--- src/rtl/display_pkg.sv ---
// Shared constants and types for the display sequencer: config bit layout,
// pipeline geometry and the world-map tile address helper.
package display_pkg;

    localparam int unsigned PIPE_LATENCY = 3;
    localparam int unsigned TILE_SHIFT   = 3;
    localparam int unsigned COORD_W      = 10;
    localparam int unsigned TILE_W       = COORD_W - TILE_SHIFT;
    localparam int unsigned ADDR_W       = 2 * TILE_W;
    localparam int unsigned PIX_W        = 2;
    localparam int unsigned FRAME_W      = 8;
    localparam int unsigned BLINK_BIT    = 5;

    localparam int unsigned CFG_W        = 4;
    localparam int unsigned CFG_ICON0_EN = 0;
    localparam int unsigned CFG_ICON1_EN = 1;
    localparam int unsigned CFG_PRIO     = 2;
    localparam int unsigned CFG_BLINK    = 3;

    localparam logic [CFG_W-1:0] CFG_RESET  = 4'b0011;
    localparam logic [CFG_W-1:0] SHADOW_RST = 4'b0000;

    // Field order mirrors the CFG_* bit indices (icon0_en is bit 0).
    typedef struct packed {
        logic icon1_blink;
        logic prio;
        logic icon1_en;
        logic icon0_en;
    } cfg_t;

    // One in-flight pixel: the config it was sampled under travels with it.
    typedef struct packed {
        logic             video_on;
        logic [PIX_W-1:0] icon0;
        logic [PIX_W-1:0] icon1;
        cfg_t             cfg;
        logic             blink_phase;
    } stage_t;

    function automatic logic [ADDR_W-1:0] tile_addr(input logic [COORD_W-1:0] row,
                                                    input logic [COORD_W-1:0] col);
        return {row[COORD_W-1:TILE_SHIFT], col[COORD_W-1:TILE_SHIFT]};
    endfunction

endpackage

--- src/rtl/icon_arbiter.sv ---
// Combinational enable/blink masking and priority merge of the two icon layers.
module icon_arbiter
    import display_pkg::*;
(
    input  logic [PIX_W-1:0] icon0_i,
    input  logic [PIX_W-1:0] icon1_i,
    input  cfg_t             cfg_i,
    input  logic             blink_phase_i,
    output logic [PIX_W-1:0] icon_o
);

    logic [PIX_W-1:0] eff0;
    logic [PIX_W-1:0] eff1;
    logic             icon1_hidden;

    assign icon1_hidden = cfg_i.icon1_blink & blink_phase_i;
    assign eff0 = cfg_i.icon0_en ? icon0_i : '0;
    assign eff1 = (cfg_i.icon1_en && !icon1_hidden) ? icon1_i : '0;

    always_comb begin
        icon_o = '0;
        if ((eff0 != '0) && (eff1 != '0)) begin
            icon_o = cfg_i.prio ? eff1 : eff0;
        end else if (eff0 != '0) begin
            icon_o = eff0;
        end else begin
            icon_o = eff1;
        end
    end

endmodule

--- src/rtl/display_sequencer.sv ---
// Three-stage pixel pipeline aligning world-map BRAM data with icon layers,
// plus frame detection and a frame-synchronous config shadow register.
module display_sequencer
    import display_pkg::*;
(
    input  logic               clk,
    input  logic               resetn,
    input  logic               video_on_in,
    input  logic [COORD_W-1:0] pixel_row,
    input  logic [COORD_W-1:0] pixel_column,
    input  logic [PIX_W-1:0]   icon0_in,
    input  logic [PIX_W-1:0]   icon1_in,
    output logic [ADDR_W-1:0]  world_addr,
    input  logic [PIX_W-1:0]   world_pixel_in,
    input  logic               cfg_wr,
    input  logic [CFG_W-1:0]   cfg_data,
    output logic               cfg_pending,
    output logic               cfg_ack,
    output logic               video_on_out,
    output logic [PIX_W-1:0]   world_pixel_out,
    output logic [PIX_W-1:0]   icon_out,
    output logic [FRAME_W-1:0] frame_count
);

    logic               frame_cond;
    logic               frame_tick;
    logic               frame_seen_q,   frame_seen_d;
    logic [ADDR_W-1:0]  world_addr_q,   world_addr_d;
    stage_t             s1_q,           s1_d;
    stage_t             s2_q,           s2_d;
    logic               video_on_q,     video_on_d;
    logic [PIX_W-1:0]   world_pixel_q,  world_pixel_d;
    logic [PIX_W-1:0]   icon_q,         icon_d;
    logic [PIX_W-1:0]   arb_icon;
    logic [FRAME_W-1:0] frame_count_q,  frame_count_d;
    cfg_t               cfg_active_q,   cfg_active_d;
    cfg_t               cfg_shadow_q,   cfg_shadow_d;
    logic               cfg_pending_q,  cfg_pending_d;
    logic               cfg_ack_q,      cfg_ack_d;

    assign frame_cond = video_on_in && (pixel_row == '0) && (pixel_column == '0);
    assign frame_tick = frame_cond && !frame_seen_q;

    // Arbitration happens at the last stage, under the config captured at stage 1.
    icon_arbiter u_icon_arbiter (
        .icon0_i       (s2_q.icon0),
        .icon1_i       (s2_q.icon1),
        .cfg_i         (s2_q.cfg),
        .blink_phase_i (s2_q.blink_phase),
        .icon_o        (arb_icon)
    );

    always_comb begin
        frame_seen_d     = frame_cond;
        world_addr_d     = tile_addr(pixel_row, pixel_column);

        s1_d             = '0;
        s1_d.video_on    = video_on_in;
        s1_d.icon0       = icon0_in;
        s1_d.icon1       = icon1_in;
        s1_d.cfg         = cfg_active_q;
        s1_d.blink_phase = frame_count_q[BLINK_BIT];
        s2_d             = s1_q;

        video_on_d       = s2_q.video_on;
        world_pixel_d    = s2_q.video_on ? world_pixel_in : '0;
        icon_d           = s2_q.video_on ? arb_icon : '0;

        frame_count_d    = frame_count_q + FRAME_W'(frame_tick);
    end

    // Apply first, then capture: a write coinciding with the tick stays pending.
    always_comb begin
        cfg_active_d  = cfg_active_q;
        cfg_shadow_d  = cfg_shadow_q;
        cfg_pending_d = cfg_pending_q;
        cfg_ack_d     = 1'b0;
        if (frame_tick && cfg_pending_q) begin
            cfg_active_d  = cfg_shadow_q;
            cfg_pending_d = 1'b0;
            cfg_ack_d     = 1'b1;
        end
        if (cfg_wr) begin
            cfg_shadow_d  = cfg_t'(cfg_data);
            cfg_pending_d = 1'b1;
        end
    end

    always_ff @(posedge clk or negedge resetn) begin
        if (!resetn) begin
            frame_seen_q  <= 1'b0;
            world_addr_q  <= '0;
            s1_q          <= '0;
            s2_q          <= '0;
            video_on_q    <= 1'b0;
            world_pixel_q <= '0;
            icon_q        <= '0;
            frame_count_q <= '0;
            cfg_active_q  <= cfg_t'(CFG_RESET);
            cfg_shadow_q  <= cfg_t'(SHADOW_RST);
            cfg_pending_q <= 1'b0;
            cfg_ack_q     <= 1'b0;
        end else begin
            frame_seen_q  <= frame_seen_d;
            world_addr_q  <= world_addr_d;
            s1_q          <= s1_d;
            s2_q          <= s2_d;
            video_on_q    <= video_on_d;
            world_pixel_q <= world_pixel_d;
            icon_q        <= icon_d;
            frame_count_q <= frame_count_d;
            cfg_active_q  <= cfg_active_d;
            cfg_shadow_q  <= cfg_shadow_d;
            cfg_pending_q <= cfg_pending_d;
            cfg_ack_q     <= cfg_ack_d;
        end
    end

    assign world_addr      = world_addr_q;
    assign video_on_out    = video_on_q;
    assign world_pixel_out = world_pixel_q;
    assign icon_out        = icon_q;
    assign frame_count     = frame_count_q;
    assign cfg_pending     = cfg_pending_q;
    assign cfg_ack         = cfg_ack_q;

endmodule

--- config.mk ---
export PLATFORM = sky130hd
export DESIGN_NAME = display_sequencer
export DESIGN_NICKNAME = d
export VERILOG_FILES = /design/src/rtl/display_pkg.sv /design/src/rtl/icon_arbiter.sv /design/src/rtl/display_sequencer.sv
export SDC_FILE = /design/constraint.sdc
export NUM_CORES = 1
export LEC_CHECK = 0
export CAP_MARGIN = 20
export CELL_PAD_IN_SITES_DETAIL_PLACEMENT = 1
export CELL_PAD_IN_SITES_GLOBAL_PLACEMENT = 1
export CORE_MARGIN = 8
export CORE_UTILIZATION = 38
export CTS_CLUSTER_DIAMETER = 120
export DETAILED_ROUTE_END_ITERATION = 7
export GPL_ROUTABILITY_DRIVEN = 1
export PLACE_DENSITY = 0.9
export SYNTH_ARGS = -nofsm -noshare
export SYNTH_HDL_FRONTEND = slang
export SYNTH_SLANG_ARGS = --single-unit
--- constraint.sdc ---
create_clock -name clk -period 4 [get_ports clk]
set_clock_uncertainty 0.15 [all_clocks]
set_input_delay 0.4 -clock clk [delete_from_list [all_inputs] [get_ports clk]]
set_output_delay 0.4 -clock clk [all_outputs]
set_load 0.005 [all_outputs]
==> flow_metrics.py <==
metrics = {
    "timing": {
        "drv_slew": 0,
        "setup_viol": 0,
        "finalCriticalPeriod_ps": 2740,
        "setup_tns_ps": 0,
        "hold_viol": 0,
        "grt_setup_unrepaired": "false",
        "post-route-period-util_pct": 68.4,
        "max_freq_mhz": 365,
        "max_slew_margin_pct": 53.3,
        "worst_pin_slew_ps": 694,
    },
    "synth": {
        "ys_ff_latch": 58,
        "syn-num-nets": 146,
        "yosysMostFrequentCell": "dfrtp_1",
        "async_reset_ff_share_pct": 100,
        "ys_top_cells_by_count": "dfrtp_1, mux2_2, nand4_1, nor4_1, xnor2_1",
        "synth_area_leaders": "dfrtp_1, mux2_2, dfstp_2",
        "synth_ff_type": "dfrtp_1",
        "synth-edff-count": 0,
        "netlist_instances": 110,
        "syn_area_per_cell_um2": 16.9,
        "netlist_area_um2": 1860,
        "synth_cell_types": 26,
        "ys_warn_count": 0,
        "synth.top_cell.area_share_pct": 75.4,
        "yosysTopAreaCell": "dfrtp_1",
        "synth-seq-area-share_pct": 78.2,
    },
    "clock_tree": {
        "post_cts_resize_count": 0,
        "cts.path.max_buffers": 2,
        "cts_buffers": 9,
        "cts.sinks": 58,
        "cts-root-buf": "clkbuf_8",
        "cts_tree": "done",
        "hold_buffers": 0,
        "cts.clk_slew.worst_paths_ps": 60,
        "clk_latency_ps": 320,
        "postCtsSetupBuffers": 0,
        "htree_levels": 3,
    },
    "global_routing": {
        "overflow": 0,
        "antenna_found_initial": 0,
        "grt_first_pass_wirelength_mm": 7.40,
        "grtUsageTotal_pct": 13.7,
        "grt_pass1_vias": 1450,
        "grt_max_degree": 59,
    },
    "route": {
        "drt_iter0_drc": 32,
        "num_vias": 1203,
        "drc": 0,
        "routed_wl_mm": 4.52,
        "drt_first_pass_iters": 4,
        "avgViaCountPerCell": 4.72,
        "wl_per_cell_um": 17.7,
        "antenna_left": 0,
    },
    "critical_path": {
        "crit_required_ps": 4050,
        "cp_cell_sequence": "clkdlybuf4s50_1 -> nor4_1 -> nand4_1 -> nor3_1 -> ha_1 -> ha_1 -> and3_1 -> nand3_1 -> xnor2_1",
        "cpPeakStageDelay_ps": 410,
        "critPathMostFrequentCell": "ha_1",
        "crit_arrival_ps": 2790,
        "crit_fanout": 4,
        "r2r_setup_slack_ps": 2100,
        "worstSetupStartpointType": "input port",
        "crit_slowest_cell": "clkdlybuf4s50_1",
        "r2r_start": "frame_seen_q",
        "timing.rr.end": "frame_count[6]",
        "cp-end-kind": "flop",
        "ff2ff_path_depth": 6,
        "startpoint": "pixel_row[1]",
        "critical_path_class": "in2reg",
    },
    "floorplan": {
        "core_um2": 4720,
        "io_pins": 63,
        "dieArea_um2": 7390,
        "start_util_pct": 39.4,
        "rows": 25,
        "die_x_um": 86.0,
        "die_height_um": 86.0,
    },
    "cells_and_area": {
        "nFillCells": 459,
        "layout-drive-gt1-share_pct": 15.4,
        "fin_area_um2": 2740,
        "antenna_cells": 0,
        "final_core_util_pct": 57.9,
        "area_delta_synth_final_pct": 47.2,
        "fin_nets": 220,
    },
    "run_status": {
        "status": "finished, final reports clean",
    },
    "pwr": {
        "total_power_mw": 1.15,
        "powerDensity_nw_per_um2": 419,
        "ir_worst_vdd_mv": 0.192,
        "p_leak_nw": 1.23,
    },
    "place": {
        "dpl-instance-area_um2": 2570,
        "io_buffers": 62,
        "gp_congestion": 0.689,
        "dpl.hpwl_mm": 3.48,
    },
    "min_path": {
        "hold_path_class": "in2async",
    },
    "run": {
        "max_cap_viol_count": 0,
    },
}
-- cell usage in the layout, fill, tap and decap left out, drive strengths merged, types with 3 or more instances in the layout --
cell type      instances
nor4                   4
nand3                  3
nand4                  4
clkdlybuf4s50         61
nor3                   3
xnor2                  4
dfrtp                 56
clkinv                 3
clkbuf                12
nand2                  3
mux2                   9
-- worst max-delay path: cells and delay by family --
family | cells | cell delay (ps)
buffers and inverters | 1 | 410
AND/OR/NAND/NOR | 5 | 1360
adder cells (fa/ha/maj) | 2 | 450
XOR/XNOR | 1 | 150
-- per-layer routing --
metal,global-route usage [%],share of wire (%),up-vias
li1,-,-,534
met1,12.8,35,616
met2,23.9,56,46
met3,6.49,8.2,7
met4,7.64,1.5,0
met5,0,0,-
-- power breakdown --
group | switching (mW) | leakage [nW] | internal, mW
registers | 0.00877 | 0.729 | 0.605
logic | 0.0261 | 0.409 | 0.0491
clock network | 0.207 | 0.0920 | 0.252
total | 0.242 | 1.23 | 0.906
-- worst max-delay path by stage --
| stage | endpoint | slack [ps] |
|---|---|---|
| final | frame_count[6] | 1260 |
| after global routing | frame_count[6] | 1020 |
| after CTS | frame_count[6] | 1300 |
| after detailed placement | frame_count[6] | 950 |
| after global placement | frame_count[6] | 1210 |
| after floorplan | frame_count[6] | 1800 |
-- area by class of cell --
cell class | count | area, µm² | share of cell area [%]
clock inverters | 3 | 15.0 | 0.549
flip-flops and latches | 58 | 1450 | 53.1
inverters | 1 | 3.75 | 0.137
clock buffers | 12 | 155 | 5.67
well taps | 67 | 83.8 | 3.06
multi-input cells | 51 | 402 | 14.7
repair buffers | 63 | 623 | 22.8
-- sequential cells by signal, indices dropped and copies added, names as in the netlist --
register         count
frame_seen_q         1
cfg_active_q         4
world_pixel_out      2
s2_q                 9
cfg_pending          1
world_addr          14
icon_out             2
frame_count          8
s1_q                10
cfg_shadow_q         4
cfg_ack              1
video_on_out         1
video_on_d           1
-- per-stage QoR --
stage	setup slack, ps	instances	hold WS, ps
after floorplan	1800	110	-45.6
after global placement	1210	240	182
after detailed placement	946	240	186
after CTS	1300	255	78.5
after global routing	1020	255	116
final	1260	255	54.5
-- cells by family (layout without fill, tap and decap cells) --
group / Yosys count / after routing / synth area share, %
buffers and inverters: 1 / 79 / 0.202
and+or+nand+nor: 28 / 28 / 9.42
adders and majority gates: 2 / 2 / 1.35
AOI/OAI and AO/OA: 6 / 6 / 2.56
muxes: 9 / 9 / 5.45
xor gates and xnor gates: 6 / 6 / 2.83
DFF: 58 / 58 / 78.2
No activity file was read; power rests on OpenSTA's default activity.
==> RTL change: new RTL, same flow settings <==
`CFG_W`: 4 -> 3.
--- a/src/rtl/display_pkg.sv
+++ b/src/rtl/display_pkg.sv
@@ -12,5 +12,5 @@
     localparam int unsigned BLINK_BIT    = 5;
 
-    localparam int unsigned CFG_W        = 4;
+    localparam int unsigned CFG_W        = 3;
     localparam int unsigned CFG_ICON0_EN = 0;
     localparam int unsigned CFG_ICON1_EN = 1;
Interface: changed (resized cfg_data); port bits go from 63 to 62. No check against the original RTL was run, so the function may have changed too.
==> RTL change against the original RTL <==
Worst setup slack better by 0.10 ns. Cell area down 9.6%. Power fell by 15%. Non-clock buffer count stayed put. Area after synthesis shrank 10%. Largest power group unchanged. Synthesized cell count decreased by 10%. Sequential power decreased by 11%. Sequential share of layout area decreased by 0.40 points. Maximum frequency rose by 3.9%. Sequential cell count decreased by 6. Wire length decreased by 0.73%.
==> RTL change: results (changes against the original RTL) <==
Run status
  – Status: finished, final reports clean (unchanged)

Power
  – Combinational share of power: 7.7% (was 6.5%)
  – Leakage: 1.11 nW (was 1.23 nW)
  – Max VDD drop: 168 uV (was 192 uV)
  – Clk. pwr: 0.000352 W (was 0.000459 W)

Synthesis
  – Sequential share of the synthesized area: 78.3% (was 78.2%)
  – Syn Area/Cell: 16.8 sq um (was 16.9 sq um)
  – Synth top area cells: dfrtp_1 (75%), dfstp_2 (3.2%), xnor2_1 (2.1%), mux2_1 (2.0%), mux2_2 (2.0%) (was dfrtp_1 (75%), mux2_2 (5.5%), dfstp_2 (2.8%), xnor2_1 (1.9%), ha_1 (1.3%))
  – Syn Nets: 134 (was 146)

GRT
  – Met1 global-route usage: 14.7% (was 12.8%)
  – First-pass GRT wire length: 7.08 mm (was 7.40 mm)
  – Largest net degree at the start of global routing: 53 (was 59)
  – Vias in the first global route: 1265 (was 1450)
  – Grt met3 use: 4.00% (was 6.49%)

Clock tree
  – CTS buffer count: 5 (was 9)
  – Clock H-tree levels: 2 (was 3)
  – Clk slew on worst S/H paths: 0.09 ns (was 0.06 ns)

Finish
  – Fin cells: 222 (was 255)
  – Multi-input logic area: 357 sq um (was 402 sq um)
  – Fill count: 415 (was 459)

Drt
  – Vias: 1090 (was 1203)
  – Drt initial violations: 74 (was 32)
  – Met3 routed WL: 324 microns (was 370 microns)
  – Routed WL per cell: 20.2 microns (was 17.7 microns)
  – M1 WL: 1.57 mm (about the same)
  – Wire length on met2: 2.50 mm (was 2.52 mm)

Placed design
  – Dpl ws: 1.07 ns (was 0.946 ns)
  – Placed inst area: 2330 sq um (was 2570 sq um)
  – PortBufs: 61 (was 62)
-- RTL change: cell count changes after synthesis, moves of 3 or more --
cell,unedited run,this run
dfrtp_1,56,50
mux2_2,9,3
mux2_1,0,3
nand4_1,4,1
nor4_1,4,1
-- RTL change: final timing paths --
check	startpoint	to	slack (ns)	cells after the start
setup / recovery	pixel_row[4]	frame_count[6]$_DFF_PN0_	1.37	9
hold / removal	s1_q[3]$_DFF_PN0_	s2_q[3]$_DFF_PN0_	0.21	0
setup reg to reg	frame_seen_q$_DFF_PN0_	frame_count[6]$_DFF_PN0_	2.09	6
hold reg to reg	s1_q[3]$_DFF_PN0_	s2_q[3]$_DFF_PN0_	0.21	0
max in group asynchronous	resetn	cfg_active_q[0]$_DFFE_PN1P_	2.73	3
min in group asynchronous	resetn	world_addr[12]$_DFF_PN0_	0.40	2
-- RTL change: critical path, cell delays in order --
cell	delay, ns
clkdlybuf4s50_1	0.44
nor4_1	0.34
nand2_1	0.25
nor3_1	0.31
ha_1	0.26
ha_1	0.21
and3_1	0.21
nand3_1	0.10
xnor2_1	0.13
-- RTL change: area by class of cell --
cell class / count / area share (%)
sequential: 52 / 52.7
multi-input combinational: 46 / 14.4
clock inverter: 2 / 1.42
inverter: 1 / 0.152
timing repair buffer: 63 / 25.7
clock buffer: 6 / 2.94
tap: 52 / 2.63
-- RTL change: cell families (layout without fill, tap and decap cells) --
logic type | count (synthesis) | count (layout) | share of synthesized area [%]
multiplexers | 6 | 6 | 4.06
XOR/XNOR | 6 | 6 | 3.16
AND/OR/NAND/NOR | 26 | 26 | 10.4
AO/OA/AOI/OAI | 6 | 6 | 2.33
flip-flops | 52 | 52 | 78.3
adder cells (fa/ha/maj) | 2 | 2 | 1.50
buffers and inverters | 1 | 72 | 0.225
